<file path="src/rtl/auth_ctrl_pkg.sv">
// Shared state encoding, default tick constants and the fail-counter helper
// for the authentication lockout controller.
package auth_ctrl_pkg;

    typedef enum logic [1:0] {
        ST_READY   = 2'd0,
        ST_ENTRY   = 2'd1,
        ST_SESSION = 2'd2,
        ST_LOCKOUT = 2'd3
    } auth_state_e;

    localparam int DEF_MAX_FAILS     = 3;
    localparam int DEF_LOCK_TICKS    = 10;
    localparam int DEF_ENTRY_TICKS   = 8;
    localparam int DEF_SESSION_TICKS = 15;

    // Saturating increment so the failure count can never wrap past the limit.
    function automatic logic [1:0] fail_inc(input logic [1:0] cnt, input logic [1:0] max_fails);
        logic [1:0] res;
        if (cnt >= max_fails) begin
            res = max_fails;
        end else begin
            res = cnt + 2'd1;
        end
        return res;
    endfunction

endpackage

</file>
<file path="src/rtl/tick_timer.sv">
// 4-bit load/decrement down counter; expire flags the tick that takes it
// from 1 to 0. Load has priority over decrement and suppresses expire.
module tick_timer
    import auth_ctrl_pkg::*;
(
    input  logic       clklento,
    input  logic       rst_oneshot,
    input  logic       load,
    input  logic [3:0] load_val,
    input  logic       dec,
    output logic [3:0] count,
    output logic       expire
);

    logic [3:0] count_r;
    logic [3:0] count_nxt_s;

    // Next count: load, else decrement without wrapping below zero.
    always_comb begin
        count_nxt_s = count_r;
        if (load) begin
            count_nxt_s = load_val;
        end else if (dec && (count_r != 4'd0)) begin
            count_nxt_s = count_r - 4'd1;
        end else begin
            count_nxt_s = count_r;
        end
    end

    // Count register.
    always_ff @(posedge clklento or posedge rst_oneshot) begin
        if (rst_oneshot) begin
            count_r <= 4'd0;
        end else begin
            count_r <= count_nxt_s;
        end
    end

    assign count  = count_r;
    assign expire = dec & ~load & (count_r == 4'd1);

endmodule

</file>
<file path="src/rtl/auth_lockout_ctrl.sv">
// Keypad entry / session / lockout supervisor around the password checker.
// Define AUTH_SESSION_TIMEOUT_EN to let an idle unlocked session expire.
module auth_lockout_ctrl
    import auth_ctrl_pkg::*;
#(
    parameter int MAX_FAILS     = DEF_MAX_FAILS,
    parameter int LOCK_TICKS    = DEF_LOCK_TICKS,
    parameter int ENTRY_TICKS   = DEF_ENTRY_TICKS,
    parameter int SESSION_TICKS = DEF_SESSION_TICKS
) (
    input  logic       clklento,
    input  logic       rst_oneshot,
    input  logic [9:0] key_pulse,
    input  logic       unlock_ok,
    input  logic       unlock_err,
    output logic [9:0] key_gate,
    output logic       checker_clr,
    output logic       arm_enable,
    output logic       locked_out,
    output logic [1:0] fail_cnt,
    output logic [3:0] lock_remain
);

    if ((MAX_FAILS < 1) || (MAX_FAILS > 3) || (LOCK_TICKS < 1) || (LOCK_TICKS > 15) ||
        (ENTRY_TICKS < 1) || (ENTRY_TICKS > 15) || (SESSION_TICKS < 1) || (SESSION_TICKS > 15)) begin : g_param_range
        $error("auth_lockout_ctrl: parameter out of range");
    end

    localparam logic [1:0] MAX_FAILS_C  = 2'(MAX_FAILS);
    localparam logic [3:0] LOCK_LOAD_C  = 4'(LOCK_TICKS);
    localparam logic [3:0] ENTRY_LOAD_C = 4'(ENTRY_TICKS);

    auth_state_e state_r;
    auth_state_e next_state_s;
    logic [1:0]  fail_cnt_r;
    logic [1:0]  fail_cnt_nxt_s;
    logic [1:0]  fail_inc_s;
    logic        checker_clr_r;
    logic        arm_enable_r;
    logic        locked_out_r;
    logic        clr_set_s;
    logic        key_any_s;

    logic        entry_load_s;
    logic        entry_dec_s;
    logic [3:0]  entry_cnt_s;
    logic        entry_exp_s;
    logic        lock_load_s;
    logic        lock_dec_s;
    logic [3:0]  lock_cnt_s;
    logic        lock_exp_s;
    logic        sess_exp_s;

    assign key_any_s  = (key_pulse != 10'd0);
    assign fail_inc_s = fail_inc(fail_cnt_r, MAX_FAILS_C);

    assign entry_load_s = key_any_s && ((state_r == ST_READY) || (state_r == ST_ENTRY));
    assign entry_dec_s  = (state_r == ST_ENTRY) && (entry_cnt_s != 4'd0);
    assign lock_load_s  = (state_r == ST_ENTRY) && unlock_err && (fail_inc_s == MAX_FAILS_C);
    assign lock_dec_s   = (state_r == ST_LOCKOUT) && (lock_cnt_s != 4'd0);

    tick_timer u_entry_timer (
        .clklento    (clklento),
        .rst_oneshot (rst_oneshot),
        .load        (entry_load_s),
        .load_val    (ENTRY_LOAD_C),
        .dec         (entry_dec_s),
        .count       (entry_cnt_s),
        .expire      (entry_exp_s)
    );

    tick_timer u_lock_timer (
        .clklento    (clklento),
        .rst_oneshot (rst_oneshot),
        .load        (lock_load_s),
        .load_val    (LOCK_LOAD_C),
        .dec         (lock_dec_s),
        .count       (lock_cnt_s),
        .expire      (lock_exp_s)
    );

`ifdef AUTH_SESSION_TIMEOUT_EN
    localparam logic [3:0] SESSION_LOAD_C = 4'(SESSION_TICKS);

    logic       sess_load_s;
    logic       sess_dec_s;
    logic [3:0] sess_cnt_s;

    // Any key while unlocked counts as activity and restarts the idle window.
    assign sess_load_s = ((state_r == ST_ENTRY) && unlock_ok && !unlock_err) ||
                         ((state_r == ST_SESSION) && key_any_s);
    assign sess_dec_s  = (state_r == ST_SESSION) && (sess_cnt_s != 4'd0);

    tick_timer u_session_timer (
        .clklento    (clklento),
        .rst_oneshot (rst_oneshot),
        .load        (sess_load_s),
        .load_val    (SESSION_LOAD_C),
        .dec         (sess_dec_s),
        .count       (sess_cnt_s),
        .expire      (sess_exp_s)
    );
`else
    assign sess_exp_s = 1'b0;
`endif

    // Next-state and fail-count decisions; a simultaneous ok/err is a failure.
    always_comb begin
        next_state_s   = state_r;
        fail_cnt_nxt_s = fail_cnt_r;
        case (state_r)
            ST_READY: begin
                if (key_any_s) begin
                    next_state_s = ST_ENTRY;
                end else begin
                    next_state_s = ST_READY;
                end
            end
            ST_ENTRY: begin
                if (unlock_err) begin
                    fail_cnt_nxt_s = fail_inc_s;
                    if (fail_inc_s == MAX_FAILS_C) begin
                        next_state_s = ST_LOCKOUT;
                    end else begin
                        next_state_s = ST_READY;
                    end
                end else if (unlock_ok) begin
                    next_state_s   = ST_SESSION;
                    fail_cnt_nxt_s = 2'd0;
                end else if (entry_exp_s) begin
                    next_state_s = ST_READY;
                end else begin
                    next_state_s = ST_ENTRY;
                end
            end
            ST_SESSION: begin
                if (sess_exp_s) begin
                    next_state_s = ST_READY;
                end else begin
                    next_state_s = ST_SESSION;
                end
            end
            ST_LOCKOUT: begin
                if (lock_exp_s) begin
                    next_state_s   = ST_READY;
                    fail_cnt_nxt_s = 2'd0;
                end else begin
                    next_state_s = ST_LOCKOUT;
                end
            end
            default: begin
                next_state_s   = ST_READY;
                fail_cnt_nxt_s = 2'd0;
            end
        endcase
    end

    assign clr_set_s = (next_state_s != state_r) &&
                       ((next_state_s == ST_READY) || (next_state_s == ST_LOCKOUT));

    // State, fail count and registered status outputs.
    always_ff @(posedge clklento or posedge rst_oneshot) begin
        if (rst_oneshot) begin
            state_r       <= ST_READY;
            fail_cnt_r    <= 2'd0;
            checker_clr_r <= 1'b0;
            arm_enable_r  <= 1'b0;
            locked_out_r  <= 1'b0;
        end else begin
            state_r       <= next_state_s;
            fail_cnt_r    <= fail_cnt_nxt_s;
            checker_clr_r <= clr_set_s;
            arm_enable_r  <= (next_state_s == ST_SESSION);
            locked_out_r  <= (next_state_s == ST_LOCKOUT);
        end
    end

    assign key_gate    = ((state_r == ST_READY) || (state_r == ST_ENTRY)) ? key_pulse : 10'd0;
    assign checker_clr = checker_clr_r;
    assign arm_enable  = arm_enable_r;
    assign locked_out  = locked_out_r;
    assign fail_cnt    = fail_cnt_r;
    assign lock_remain = lock_cnt_s;

endmodule
</file>
<file path="config.mk">
export PLATFORM = sky130hd
export DESIGN_NAME = auth_lockout_ctrl
export DESIGN_NICKNAME = d
export VERILOG_FILES = /design/src/rtl/auth_ctrl_pkg.sv /design/src/rtl/tick_timer.sv /design/src/rtl/auth_lockout_ctrl.sv
export SDC_FILE = /design/constraint.sdc
export NUM_CORES = 1
export LEC_CHECK = 0
export BUFFER_PORTS_ARGS = -buffer_cell sky130_fd_sc_hd__buf_2
export CORE_ASPECT_RATIO = 0.6
export CORE_UTILIZATION = 45
export CTS_BUF_LIST = sky130_fd_sc_hd__clkbuf_4
export DETAILED_ROUTE_END_ITERATION = 7
export MAX_ROUTING_LAYER = met4
export PLACE_DENSITY = 0.7
export SETUP_SLACK_MARGIN = 0.5
export SLEW_MARGIN = 40
export SYNTH_ARGS = -nofsm -noshare
export SYNTH_HDL_FRONTEND = slang
export SYNTH_SLANG_ARGS = --single-unit
export TNS_END_PERCENT = 50
</file>
<file path="constraint.sdc">
create_clock -name clklento -period 2.5 [get_ports clklento]
set_clock_uncertainty 0.05 [all_clocks]
set_input_delay 0.25 -clock clklento [delete_from_list [all_inputs] [get_ports clklento]]
set_output_delay 0.25 -clock clklento [all_outputs]
set_load 0.02 [all_outputs]
</file>
==> results.md, run 1 <==
* CP Launch Type: flop
* Final ANT Viol Nets at 0
* Fin cells at 180
* Fmax at 0.480 GHz
* Leak pwr at 0.638 nW
* Nets@finish at 174
* WL/cell at 14.6 um
* Top-area cell type share of the netlist area at 38.6%
* Max_cap viols at 0
* Hpwl dp at 1680 um
* Die W at 62.0 um
* Mapped Cells at 104
* Critical Path End Type: flop
* Final period utilization at 83.4%
* Reg2Reg Setup Slack at 0.41 ns
* Layout area overhead at 40.5%
* Vias post-DR at 959
* Layout cells sized above 1 at 45.4%
* Core Region at 1940 um2
* Pwr/cell area at 1140 nW/um2
* Final Max Slew Viols at 0
* CTS max path bufs at 2
* Syn_nets at 125
* CTS tree: done
* Initial antenna violation count at 0
* RSZ-0062 raised after global routing: true
* IO buf count at 32
* I/O Pins at 33
* Inserted Clock Buffers at 3
* Post-synthesis async set-or-reset flop share at 100%
* Worst-Skew Late Latency at 0.30 ns
* Critical Path Fanout Max at 2
* Synth area leader: dfrtp_1
* Number of flops mapped to enable cells by yosys at 0
* Distinct cells, synth at 33
* Mapped Area at 973 um2
* Grt ovf at 0
* Endpoints failing setup at 0
* Avg Synthesized Cell Area at 9.36 um2
* Post-Route Setup TNS at 0 ns
* Vias in the first global route at 829
* TritonCTS Sinks at 15
* Synth cell count leaders: 15 x dfrtp_1, 13 x nor2b_1, 7 x a21oi_1, 7 x ha_1, 7 x nand2_1
* First-pass GRT wire length at 3770 um
* Ys flop type: dfrtp_1
* Rel. slew slack at 60.3%
* Final wirelength at 2630 um
* Top-count cell post-synth: dfrtp_1
* DRT Pass-1 Iters at 4
* Fill cells at 147
* Antenna Cells at 0
* Yosys warns at 0
* Die footprint at 2360 um2
* Largest net degree at the start of global routing at 16
* Final hold violation count at 0
* Peak supply drop at 0.000448 V
* CP required at 2.66 ns
* Post-synthesis sequential area ratio at 38.6%
* CP arrival at 2.25 ns
* #FFs+latches synth at 15
* Min Tclk post-route at 2.09 ns
* Worst-margin pin slew at 0.594 ns
* Reg clk slew, reported paths at 0.10 ns
* Synth top area cells: dfrtp_1 39%, ha_1 9.0%, nor2b_1 8.4%
* Status: completed
* GRT Util Overall at 23.3%
* # DRC at 0
* Root buf cell: clkbuf_4
* Inst Count DP at 164
* Crit Path Category: flop to flop
* RePlAce Congestion at 0.828
* Initial Util at 50.3%
* Row count at 12
* Drt initial violations at 57
* H-tree levels at 1
* DR vias/cell at 5.33
* Die height at 38.0 um
* Tightest Hold Check Type: input pin to flop
[per-layer routing]
layer / global-route usage (%) / up-vias / share of wire, %
li1: - / 465 / -
met1: 32.8 / 461 / 48
met2: 32.4 / 29 / 46
met3: 7.43 / 4 / 5.0
met4: 5.56 / 0 / 0.80
met5: - / - / 0
[metrics by stage]
step | power (mW) | area (um2) | util (%) | hold slack [ns] | setup slack, ns
detailed placement | 1.20 | 1200 | 61.9 | 0.290 | 0.314
finish | 1.55 | 1370 | 70.6 | 0.264 | 0.415
global placement | 1.17 | 1200 | 61.9 | 0.283 | 0.373
global route | 1.66 | 1370 | 70.6 | 0.269 | 0.338
CTS | 1.45 | 1330 | 68.5 | 0.257 | 0.388
floorplan | 0.955 | 988 | - | 0.101 | 0.375
[state kept, by name, summed over array words and instances, names as in the netlist]
| signal | cells |
|---|---|
| arm_enable | 1 |
| fail_cnt | 2 |
| u_lock_timer.count | 4 |
| u_entry_timer.count | 4 |
| state_r | 2 |
| checker_clr | 1 |
| locked_out | 1 |
[power breakdown]
part | internal [mW] | total (mW) | leakage, nW | switching (mW)
clock network | 0.0731 | 0.160 | 0.0184 | 0.0866
logic | 0.417 | 0.947 | 0.440 | 0.531
registers | 0.342 | 0.447 | 0.179 | 0.105
[placed cells by master, fill, tap and decap left out, types with 3 or more instances in the layout]
cell       n
nor2_1     5
xnor2_1    3
inv_1      3
buf_2     32
nand3_1    5
nor2b_1   13
clkbuf_4   4
buf_4     14
ha_1       5
dfrtp_1   13
inv_2      3
nand2_1    6
a21oi_1    6
[final timing paths]
check | from | to | depth (start not counted)
worst max-delay path | u_lock_timer.count[1]$_DFFE_PP0P_ | checker_clr$_DFF_PP0_ | 8
worst min-delay path | unlock_err | fail_cnt[1]$_DFFE_PP0P_ | 3
worst max register to register | u_lock_timer.count[1]$_DFFE_PP0P_ | checker_clr$_DFF_PP0_ | 8
worst min register to register | fail_cnt[0]$_DFFE_PP0P_ | fail_cnt[0]$_DFFE_PP0P_ | 1
max in group asynchronous | rst_oneshot | u_lock_timer.count[1]$_DFFE_PP0P_ | 3
min in group asynchronous | rst_oneshot | state_r[1]$_DFF_PP0_ | 3
[critical path, cell delays in order, from the launching register on]
cell and delay (ns):
dfrtp_2 0.44, inv_4 0.09, ha_4 0.12, or4b_4 0.47, nand2_4 0.09, o21ai_2 0.06
a31o_1 0.22, ha_1 0.30, a311oi_2 0.17
[what timing repair did]
item	CTS	global route
setup endpoints to repair	3	4
pin swaps	6	6
cloned	0	0
resized for setup	3	9
endpoints found under the hold margin	15	0
setup buffers	10	1
hold buffers	1	0
[area by class of cell]
cell class	count	area (um2)	share of cell area (%)
repair buffers	48	287	21.0
inverters	7	28.8	2.10
flip-flops and latches	15	378	27.6
multi-input cells	78	609	44.6
clock buffers	4	30.0	2.20
well taps	28	35.0	2.56
[kinds of logic (layout without fill, tap and decap cells)]
kind of cell               count (synthesis)  in the layout  share of synthesized area (%)
AOI/OAI and AO/OA                         22             22                           17.0
xor gates and xnor gates                   4              4                           3.60
adders and majority gates                  7              7                           9.00
buffers and inverters                     11             59                           4.24
DFF                                       15             15                           38.6
muxes                                      2              2                           2.19
and+or+nand+nor                           43             43                           25.5
(Power assumes the default switching activity.)
==> run 2, diff against run 1 <==
--- a/config.mk
+++ b/config.mk
@@ -5,13 +5,13 @@
 export SDC_FILE = /design/constraint.sdc
 export NUM_CORES = 1
 export LEC_CHECK = 0
+export ABC_AREA = 1
 export BUFFER_PORTS_ARGS = -buffer_cell sky130_fd_sc_hd__buf_2
-export CORE_ASPECT_RATIO = 0.6
 export CORE_UTILIZATION = 45
 export CTS_BUF_LIST = sky130_fd_sc_hd__clkbuf_4
 export DETAILED_ROUTE_END_ITERATION = 7
 export MAX_ROUTING_LAYER = met4
-export PLACE_DENSITY = 0.7
+export PLACE_DENSITY = 0.73
 export SETUP_SLACK_MARGIN = 0.5
 export SLEW_MARGIN = 40
 export SYNTH_ARGS = -nofsm -noshare
==> constraint.sdc (replaced) <==
create_clock -name clklento -period 1.7 [get_ports clklento]
set_clock_uncertainty 0.05 [all_clocks]
set_input_delay 0.17 -clock clklento [delete_from_list [all_inputs] [get_ports clklento]]
set_output_delay 0.17 -clock clklento [all_outputs]
set_load 0.02 [all_outputs]
==> run 2 against run 1 <==
  * The flow now finishes with violations (setup timing)
  * Critical path depth up 4
  * Area after synthesis shrank 3.6%
  * Non-clock buffer count increased by 2
  * First-iteration DRC count shrank 16%
  * Setup slack got worse by 0.54 ns
  * Largest cell class unchanged
  * Worst hold slack got worse by 0.062 ns
  * Wire length rose by 25%
  * Clock power up 44%
  * Critical path type unchanged
  * Combinational power up 110%
==> results.md, run 2 <==
* Status: finished with violations
* Failing checks: setup timing
* Synth cell count leaders: 28 x nor2_1, 26 x inv_1, 17 x nand2_1
* Crit Path Category: flop to flop
* # DRC at 0 (unchanged)
* I/O Pins at 33 (unchanged)
* Core Region at 1960 um2 (+1.3%)
* Final Max Slew Viols at 0 (unchanged)
* Syn_nets at 149 (+19%)
* Hold path endpoint: fail_cnt[1]$_DFFE_PP0P_
* First-pass GRT wire length at 3700 um (-2.0%)
* CP max stage cell: dfrtp_1
* Max stage delay on crit path at 0.44 ns (-0.03 ns)
* Hold depth at 3 (unchanged)
* Die W at 47.7 um (-23%)
* Leak pwr at 0.796 nW (+25%)
* #FFs+latches synth at 15 (unchanged)
* RSZ-0062 raised after global routing: true
* Final hold violation count at 0 (unchanged)
* WL/cell at 15.8 um (+8.5%)
* Nets@finish at 203 (+17%)
* Inserted Clock Buffers at 3 (unchanged)
* Most frequent cells in the layout: 21 x inv_1, 21 x buf_2, 16 x nor2_1
* Layout cells sized above 1 at 50.8% (+5.4 points)
* Pwr/cell area at 1790 nW/um2 (+58%)
* Number of flops mapped to enable cells by yosys at 0 (unchanged)
* Reg2Reg Setup Slack at -0.13 ns (-0.54 ns)
* Worst-Skew Late Latency at 0.30 ns (about the same)
* Avg Synthesized Cell Area at 7.33 um2 (-22%)
* Mapped Cells at 128 (+23%)
* Min-delay src: unlock_err
* Vias in the first global route at 894 (+7.8%)
* Family with the most delay on the worst path: simple AND/OR/NAND/NOR gates
* DR vias/cell at 5.15 (-3.4%)
* Post-Route Setup TNS at -0.415 ns (-0.415 ns)
* CTS max path bufs at 2 (unchanged)
* Final ANT Viol Nets at 0 (unchanged)
* Fin area at 1630 um2 (+19%)
* Synth top area cells: dfrtp_1 40%, nor2_1 11%, inv_1 10%
* Worst-path cell chain: inv_1, nand2_1, a21oi_4, nand3_1, nand2_1, nand2_1, nand2_2, nand3_2, ha_1, inv_1, nand2_1, inv_1
* Synth area leader: dfrtp_1
* CP Launch Type: flop
* Final Power at 2.93 mW (+88%)
* Hpwl dp at 1650 um (-2.0%)
* Row count at 16 (+4)
* Min Tclk post-route at 1.83 ns (-0.259 ns)
* Worst reg-to-reg path cell count at 12 (+4)
* Tightest Hold Check Type: input pin to flop
* Dpl ws at -0.0593 ns (-0.373 ns)
* Root buf cell: clkbuf_4
* Rel. slew slack at 59.0% (-1.3 points)
* Drt initial violations at 48 (-16%)
* Mapped Area at 938 um2 (-3.6%)
* Max_cap viols at 0 (unchanged)
* Critical path depth at 12 (+4)
* Final period utilization at 107% (+24 points)
* Critical Path Most Common Cell: nand2_1
* Setup slack after layout at -0.126 ns (-0.541 ns)
* DRT Pass-1 Iters at 4 (unchanged)
* Die height at 47.7 um (+25%)
* Top-area cell type share of the netlist area at 40.0% (+1.4 points)
* Initial antenna violation count at 0 (unchanged)
* Worst-margin pin slew at 0.614 ns (+0.0198 ns)
* Antenna Cells at 0 (unchanged)
* Critical Path End Type: flop
* Worst r2r src: state_r[1]$_DFF_PP0_
* Ys flop type: dfrtp_1
* IO buf count at 32 (unchanged)
* Endpoints failing setup at 5 (+5)
* Largest net degree at the start of global routing at 16 (unchanged)
* Post-synthesis sequential area ratio at 40.0% (+1.4 points)
* CP required at 1.85 ns (-0.81 ns)
* TritonCTS Sinks at 15 (unchanged)
* Post-synthesis async set-or-reset flop share at 100% (unchanged)
* H-tree levels at 1 (unchanged)
* CTS tree: done
* Dpl cell area at 1230 um2 (+2.3%)
* Peak supply drop at 0.00123 V (+170%)
* GRT Util Overall at 24.4% (+1.1 points)
* Layout area overhead at 73.9%
* Initial Util at 47.8% (-2.4 points)
* Yosys warns at 0 (unchanged)
* RePlAce Congestion at 0.860 (+3.9%)
* Fmax at 0.548 GHz (+14%)
* Worst Path Buf+Inv at 3 (+2)
* Critical Path Fanout Max at 3 (+1)
* Grt ovf at 0 (unchanged)
* Reg clk slew, reported paths at 0.09 ns (about the same)
* Final wirelength at 3290 um (+25%)
* Distinct cells, synth at 22 (-33%)
* R2R Path End: checker_clr$_DFF_PP0_
* Vias post-DR at 1071 (+12%)
* Top-count cell post-synth: nor2_1
* CP arrival at 1.98 ns (-0.27 ns)
* Die footprint at 2270 um2 (-3.7%)
[run 2: routing by layer]
metal	share of wire [%]	vias up	global-route usage, %
li1	-	503	-
met1	39	501	29.3
met2	51	48	39.7
met3	4.9	19	4.91
met4	4.8	0	10.6
met5	0	-	-
[run 2: what timing repair did]
| item | CTS | global route |
|---|---|---|
| pin swaps | 7 | 11 |
| hold endpoints to repair | 15 | 0 |
| gates resized for setup | 28 | 38 |
| cloned | 1 | 0 |
| setup buffers | 8 | 2 |
| setup endpoints to repair | 26 | 26 |
| hold buffers | 1 | 0 |
[run 2: report_power, final]
part	switching [mW]	leakage (nW)	total (mW)	internal (mW)
sequential	0.158	0.177	0.672	0.514
clock	0.122	0.0184	0.230	0.108
combinational	1.10	0.601	2.02	0.928
total	1.38	0.796	2.93	1.55
[run 2: kinds of logic (layout without fill, tap and decap cells)]
family                     after synthesis  in the layout  share of synthesized area, %
adders and majority gates                7              7                          9.33
and+or+nand+nor                         63             63                          28.9
AOI/OAI and AO/OA                       13             13                          8.67
xor gates and xnor gates                 2              2                          1.87
buffers and inverters                   28             81                          11.2
DFF                                     15             15                          40.0
[run 2: layout make-up]
class                   count  area (um2)
repair buffers             50         427
clock buffers               4        30.0
fillers                   122         330
flip-flops and latches     15         380
inverters                  27         106
well taps                  27        33.8
multi-input cells          85         654
[run 2: worst max-delay path by stage]
stage / from / endpoint / slack (ns)
2_1_floorplan: u_lock_timer.count[0]$_DFFE_PP0P_ / checker_clr$_DFF_PP0_ / 0.08
3_3_place_gp: u_entry_timer.count[1]$_DFFE_PP0P_ / checker_clr$_DFF_PP0_ / 0.03
3_5_place_dp: u_entry_timer.count[1]$_DFFE_PP0P_ / checker_clr$_DFF_PP0_ / -0.06
4_1_cts: u_entry_timer.count[0]$_DFFE_PP0P_ / checker_clr$_DFF_PP0_ / 0.05
5_1_grt: state_r[1]$_DFF_PP0_ / checker_clr$_DFF_PP0_ / -0.28
6_report: state_r[1]$_DFF_PP0_ / checker_clr$_DFF_PP0_ / -0.13
[run 2: worst reg2reg max path, delay by kind of cell (launching register included)]
family                   cells  cell delay [ns]
AO/OA/AOI/OAI                1             0.17
adder cells (fa/ha/maj)      1             0.27
buffers and inverters        3             0.17
flip-flops                   1             0.44
AND/OR/NAND/NOR              7             0.61
[run 2: through the flow]
step / util, % / hold slack [ns] / cells
6_report: 83.2 / 0.202 / 208
5_1_grt: 83.2 / 0.209 / 208
4_1_cts: 74.4 / 0.146 / 206
3_5_place_dp: 62.5 / 0.210 / 192
3_3_place_gp: 62.5 / 0.202 / 192
2_1_floorplan: - / 0.0213 / 128
==> run 3, diff against run 2 <==
--- a/config.mk
+++ b/config.mk
@@ -7,11 +7,11 @@
 export LEC_CHECK = 0
 export ABC_AREA = 1
 export BUFFER_PORTS_ARGS = -buffer_cell sky130_fd_sc_hd__buf_2
-export CORE_UTILIZATION = 45
+export CORE_UTILIZATION = 46
 export CTS_BUF_LIST = sky130_fd_sc_hd__clkbuf_4
 export DETAILED_ROUTE_END_ITERATION = 7
 export MAX_ROUTING_LAYER = met4
-export PLACE_DENSITY = 0.73
+export PLACE_DENSITY = 0.75
 export SETUP_SLACK_MARGIN = 0.5
 export SLEW_MARGIN = 40
 export SYNTH_ARGS = -nofsm -noshare
==> constraint.sdc (replaced) <==
create_clock -name clklento -period 1.5 [get_ports clklento]
set_clock_uncertainty 0.05 [all_clocks]
set_input_delay 0.15 -clock clklento [delete_from_list [all_inputs] [get_ports clklento]]
set_output_delay 0.15 -clock clklento [all_outputs]
set_load 0.02 [all_outputs]
==> run 3 against run 2 <==
  * The flow now stops in global routing (5_1_grt)
  * Synthesized cell count unchanged
  * Area after synthesis did not move
==> results.md, run 3 <==
* CTS max path bufs at 2 (unchanged)
* IO buf count at 32 (unchanged)
* Mapped Cells at 128 (unchanged)
* Initial Util at 51.5% (+3.7 points)
* Ys flop type: dfrtp_1
* Number of flops mapped to enable cells by yosys at 0 (unchanged)
* #FFs+latches synth at 15 (unchanged)
* RePlAce Congestion at 0.833 (-3.2%)
* Dpl ws at -0.215 ns (-0.156 ns)
* Worst End Pin Type: register data pin
* Stopped at: global routing (5_1_grt)
* I/O Pins at 33 (unchanged)
* Synth cell count leaders: 28 x nor2_1, 26 x inv_1, 17 x nand2_1
* Root buf cell: clkbuf_4
* Post-synthesis async set-or-reset flop share at 100% (unchanged)
* Post-synthesis sequential area ratio at 40.0% (unchanged)
* Error: [ERROR DPL-0038] Utilization greater than 100%, impossible to legalize
* Top-count cell post-synth: nor2_1
* Avg Synthesized Cell Area at 7.33 um2 (unchanged)
* Status: stopped before the end
* Hpwl dp at 1850 um (+12%)
* Synth top area cells: dfrtp_1 40%, nor2_1 11%, inv_1 10%
* Largest net degree at the start of global routing at 16
* Top-area cell type share of the netlist area at 40.0% (unchanged)
* Yosys warns at 0 (unchanged)
* Critical endpoint after global-route timing repair: checker_clr$_DFF_PP0_/D
* Die height at 47.2 um (-1.0%)
* TritonCTS Sinks at 15 (unchanged)
* Distinct cells, synth at 22 (unchanged)
* Mapped Area at 938 um2 (unchanged)
* Die W at 47.2 um (-1.0%)
* Synth area leader: dfrtp_1
* Syn_nets at 149 (unchanged)
* Inserted Clock Buffers at 3 (unchanged)
* H-tree levels at 1 (unchanged)
* Row count at 15 (-1)
## run 3: cell counts after synthesis
Identical to the previous run, type by type.
## run 3: per-stage QoR
| step | hold slack [ns] | area [um2] | cells | TNS, ns | util [%] |
|---|---|---|---|---|---|
| after floorplan | 0.00128 | 991 | 128 | -0.120 | - |
| after global placement | 0.175 | 1320 | 203 | -0.143 | 72.6 |
| after detailed placement | 0.198 | 1320 | 203 | -0.299 | 72.6 |
| after CTS | 0.155 | 1640 | 217 | -0.373 | 90.2 |
## run 3: cells by family after synthesis
family | count (synthesis) | share of synthesized area (%)
fa+ha+maj | 7 | 9.33
xor+xnor | 2 | 1.87
flops | 15 | 40.0
buf+inv | 28 | 11.2
simple gates | 63 | 28.9
compound gates | 13 | 8.67
## run 3: repair_timing
item	CTS
buffers inserted	8
hold buffers	1
cloned	1
pin swaps	15
gates resized for setup	65
endpoints found under the hold margin	15
endpoints found under the setup margin	33
==> run 4, diff against run 3 <==
--- a/config.mk
+++ b/config.mk
@@ -7,12 +7,10 @@
 export LEC_CHECK = 0
 export ABC_AREA = 1
 export BUFFER_PORTS_ARGS = -buffer_cell sky130_fd_sc_hd__buf_2
-export CORE_UTILIZATION = 46
-export CTS_BUF_LIST = sky130_fd_sc_hd__clkbuf_4
+export CORE_AREA = 2 2 63 65
 export DETAILED_ROUTE_END_ITERATION = 7
-export MAX_ROUTING_LAYER = met4
-export PLACE_DENSITY = 0.75
-export SETUP_SLACK_MARGIN = 0.5
+export DIE_AREA = 0 0 65 67
+export PLACE_DENSITY_LB_ADDON = 0.15
 export SLEW_MARGIN = 40
 export SYNTH_ARGS = -nofsm -noshare
 export SYNTH_HDL_FRONTEND = slang
==> constraint.sdc (replaced) <==
create_clock -name clklento -period 1.95 [get_ports clklento]
set_clock_uncertainty 0.05 [all_clocks]
set_input_delay 0.195 -clock clklento [delete_from_list [all_inputs] [get_ports clklento]]
set_output_delay 0.195 -clock clklento [all_outputs]
set_load 0.02 [all_outputs]
==> run 4 against run 3 <==
  * The flow now finishes without violations
==> results.md, run 4 (synthesis gave the netlist of run 2 again) <==
* Status: completed
* GRT Util Overall at 9.91%
* Initial Util at 26.0% (-26 points)
* Min Tclk post-route at 1.79 ns
* Initial antenna violation count at 0
* Final ANT Viol Nets at 0
* H-tree levels at 1 (unchanged)
* Min-delay src: unlock_err
* Fmax at 0.560 GHz
* Post-Route Setup TNS at 0 ns
* Final Power at 1.82 mW
* Logic pwr share at 55.1%
* First-pass GRT wire length at 3360 um
* Fill cells at 394
* Sequential share of power at 30.7%
* Inserted Clock Buffers at 3 (unchanged)
* Post-layout util at 34.2%
* Nets@finish at 188
* WL met1 at 970 um
* Tightest Hold Check Type: input pin to flop
* Grt ovf at 0
* Detail Route met3 WL at 153 um
* Setup slack after layout at 0.163 ns
* Drt initial violations at 23
* Leading cell type in the layout, fill and taps excluded: buf_2
* Vias post-DR at 905
* R2R Path End: checker_clr$_DFF_PP0_
* Worst-margin pin slew at 0.592 ns
* Core Region at 3610 um2
* Total net switching power at 862 uW
* Worst reg-to-reg path cell count at 12
* Die W at 65 um (+38%)
* Final wirelength at 2040 um
* Int Pwr at 954 uW
* WL/cell at 9.55 um
* DRT Pass-1 Iters at 4
* CP required at 2.05 ns
* Final hold violation count at 0
* DR vias/cell at 4.23
* Clk network pwr share at 14.1%
* Worst r2r src: u_entry_timer.count[0]$_DFFE_PP0P_
* Leak pwr at 0.680 nW
* Final Max Slew Viols at 0
* Hold depth at 3
* Dpl cell area at 1170 um2 (-11%)
* # DRC at 0
* Endpoints failing setup at 0
* RSZ-0062 raised after global routing: false
* Max_cap viols at 0
* Crit Path Category: flop to flop
* Antenna Cells at 0
* Hpwl dp at 1660 um (-9.9%)
* Row count at 22 (+7)
* Pwr/cell area at 1470 nW/um2
* CP arrival at 1.89 ns
* CTS max path bufs at 2 (unchanged)
* CP Launch Type: flop
* Reg2Reg Setup Slack at 0.16 ns
* Uppermost routed layer: met4
* Most frequent cells in the layout: 32 x buf_2, 28 x nor2_1, 26 x inv_1
* I/O Pins at 33 (unchanged)
* Die height at 67 um (+42%)
* Switching Share at 47.5%
* Fin cells at 214
* Dpl ws at 0.108 ns (+0.323 ns)
* Fin Hold WS at 0.235 ns
* Worst-Skew Late Latency at 0.25 ns
* IO buf count at 32 (unchanged)
* Rel. slew slack at 60.5%
* Vias in the first global route at 827
* Die footprint at 4360 um2
* Fin area at 1230 um2
* Critical Path End Type: flop
* Layout cells sized above 1 at 27.1%
* Layout area overhead at 31.6%
* Critical Path Fanout Max at 5
* Root buf cell: clkbuf_8
* Final period utilization at 91.7%
* Met2 wire length at 888 um
* Reg clk slew, reported paths at 0.06 ns
* Largest net degree at the start of global routing at 16
* CTS tree: done
* Peak supply drop at 0.000662 V
* Hold path endpoint: fail_cnt[1]$_DFFE_PP0P_
* Inst Count DP at 209 (+3.0%)
* RePlAce Congestion at 0.837 (+0.49%)
* TritonCTS Sinks at 15 (unchanged)
[run 4: worst max path at each step]
stage | slack, ns | cells past startpoint | endpoint | start
2_1_floorplan | 0.11 | 10 | checker_clr$_DFF_PP0_ | u_lock_timer.count[0]$_DFFE_PP0P_
3_3_place_gp | 0.17 | 10 | checker_clr$_DFF_PP0_ | u_lock_timer.count[0]$_DFFE_PP0P_
3_5_place_dp | 0.11 | 10 | checker_clr$_DFF_PP0_ | u_lock_timer.count[0]$_DFFE_PP0P_
4_1_cts | 0.1 | 10 | checker_clr$_DFF_PP0_ | u_lock_timer.count[0]$_DFFE_PP0P_
5_1_grt | 0.03 | 12 | checker_clr$_DFF_PP0_ | u_entry_timer.count[0]$_DFFE_PP0P_
6_report | 0.16 | 12 | checker_clr$_DFF_PP0_ | u_entry_timer.count[0]$_DFFE_PP0P_
[run 4: cell type report]
type                            count  area [um2]  area share (%)
Clock buffer                        3        41.3            3.34
Clock inverter                      1        5.00           0.405
Inverter                           27         101            8.21
Multi-Input combinational cell     85         465            37.7
Sequential cell                    15         377            30.5
Tap cell                           48        60.1            4.86
Timing Repair Buffer               35         185            15.0
[run 4: critical path, cell delays in order (launching register included)]
cell	delay [ns]
dfrtp_1	0.41
inv_1	0.08
ha_1	0.22
a21oi_2	0.15
nand3_1	0.09
nand2_1	0.07
nand2_1	0.04
nand2_1	0.10
nand3_1	0.08
ha_1	0.27
inv_1	0.03
nand2_1	0.05
inv_1	0.03
[run 4: timing repair]
item / CTS / global route
setup endpoints to repair: 0 / 1
resized for setup: 0 / 2
hold endpoints to repair: 15 / 0
buffers inserted: 0 / 0
hold buffers: 1 / 0
[run 4: power by group through the flow]
stage               combinational [mW]  clock (mW)  sequential (mW)
CTS                              0.995       0.268            0.558
finish                            1.00       0.256            0.558
global placement                 0.990           0            0.560
global route                      1.12       0.277            0.581
floorplan                        0.600           0            0.657
detailed placement               0.993           0            0.561
[run 4: routing by layer]
metal  track usage, %  vias to the layer above
met3             1.86                        4
met2             16.2                       33
li1                 -                      468
met5                0                        -
met4             4.79                        0
met1             12.5                      400
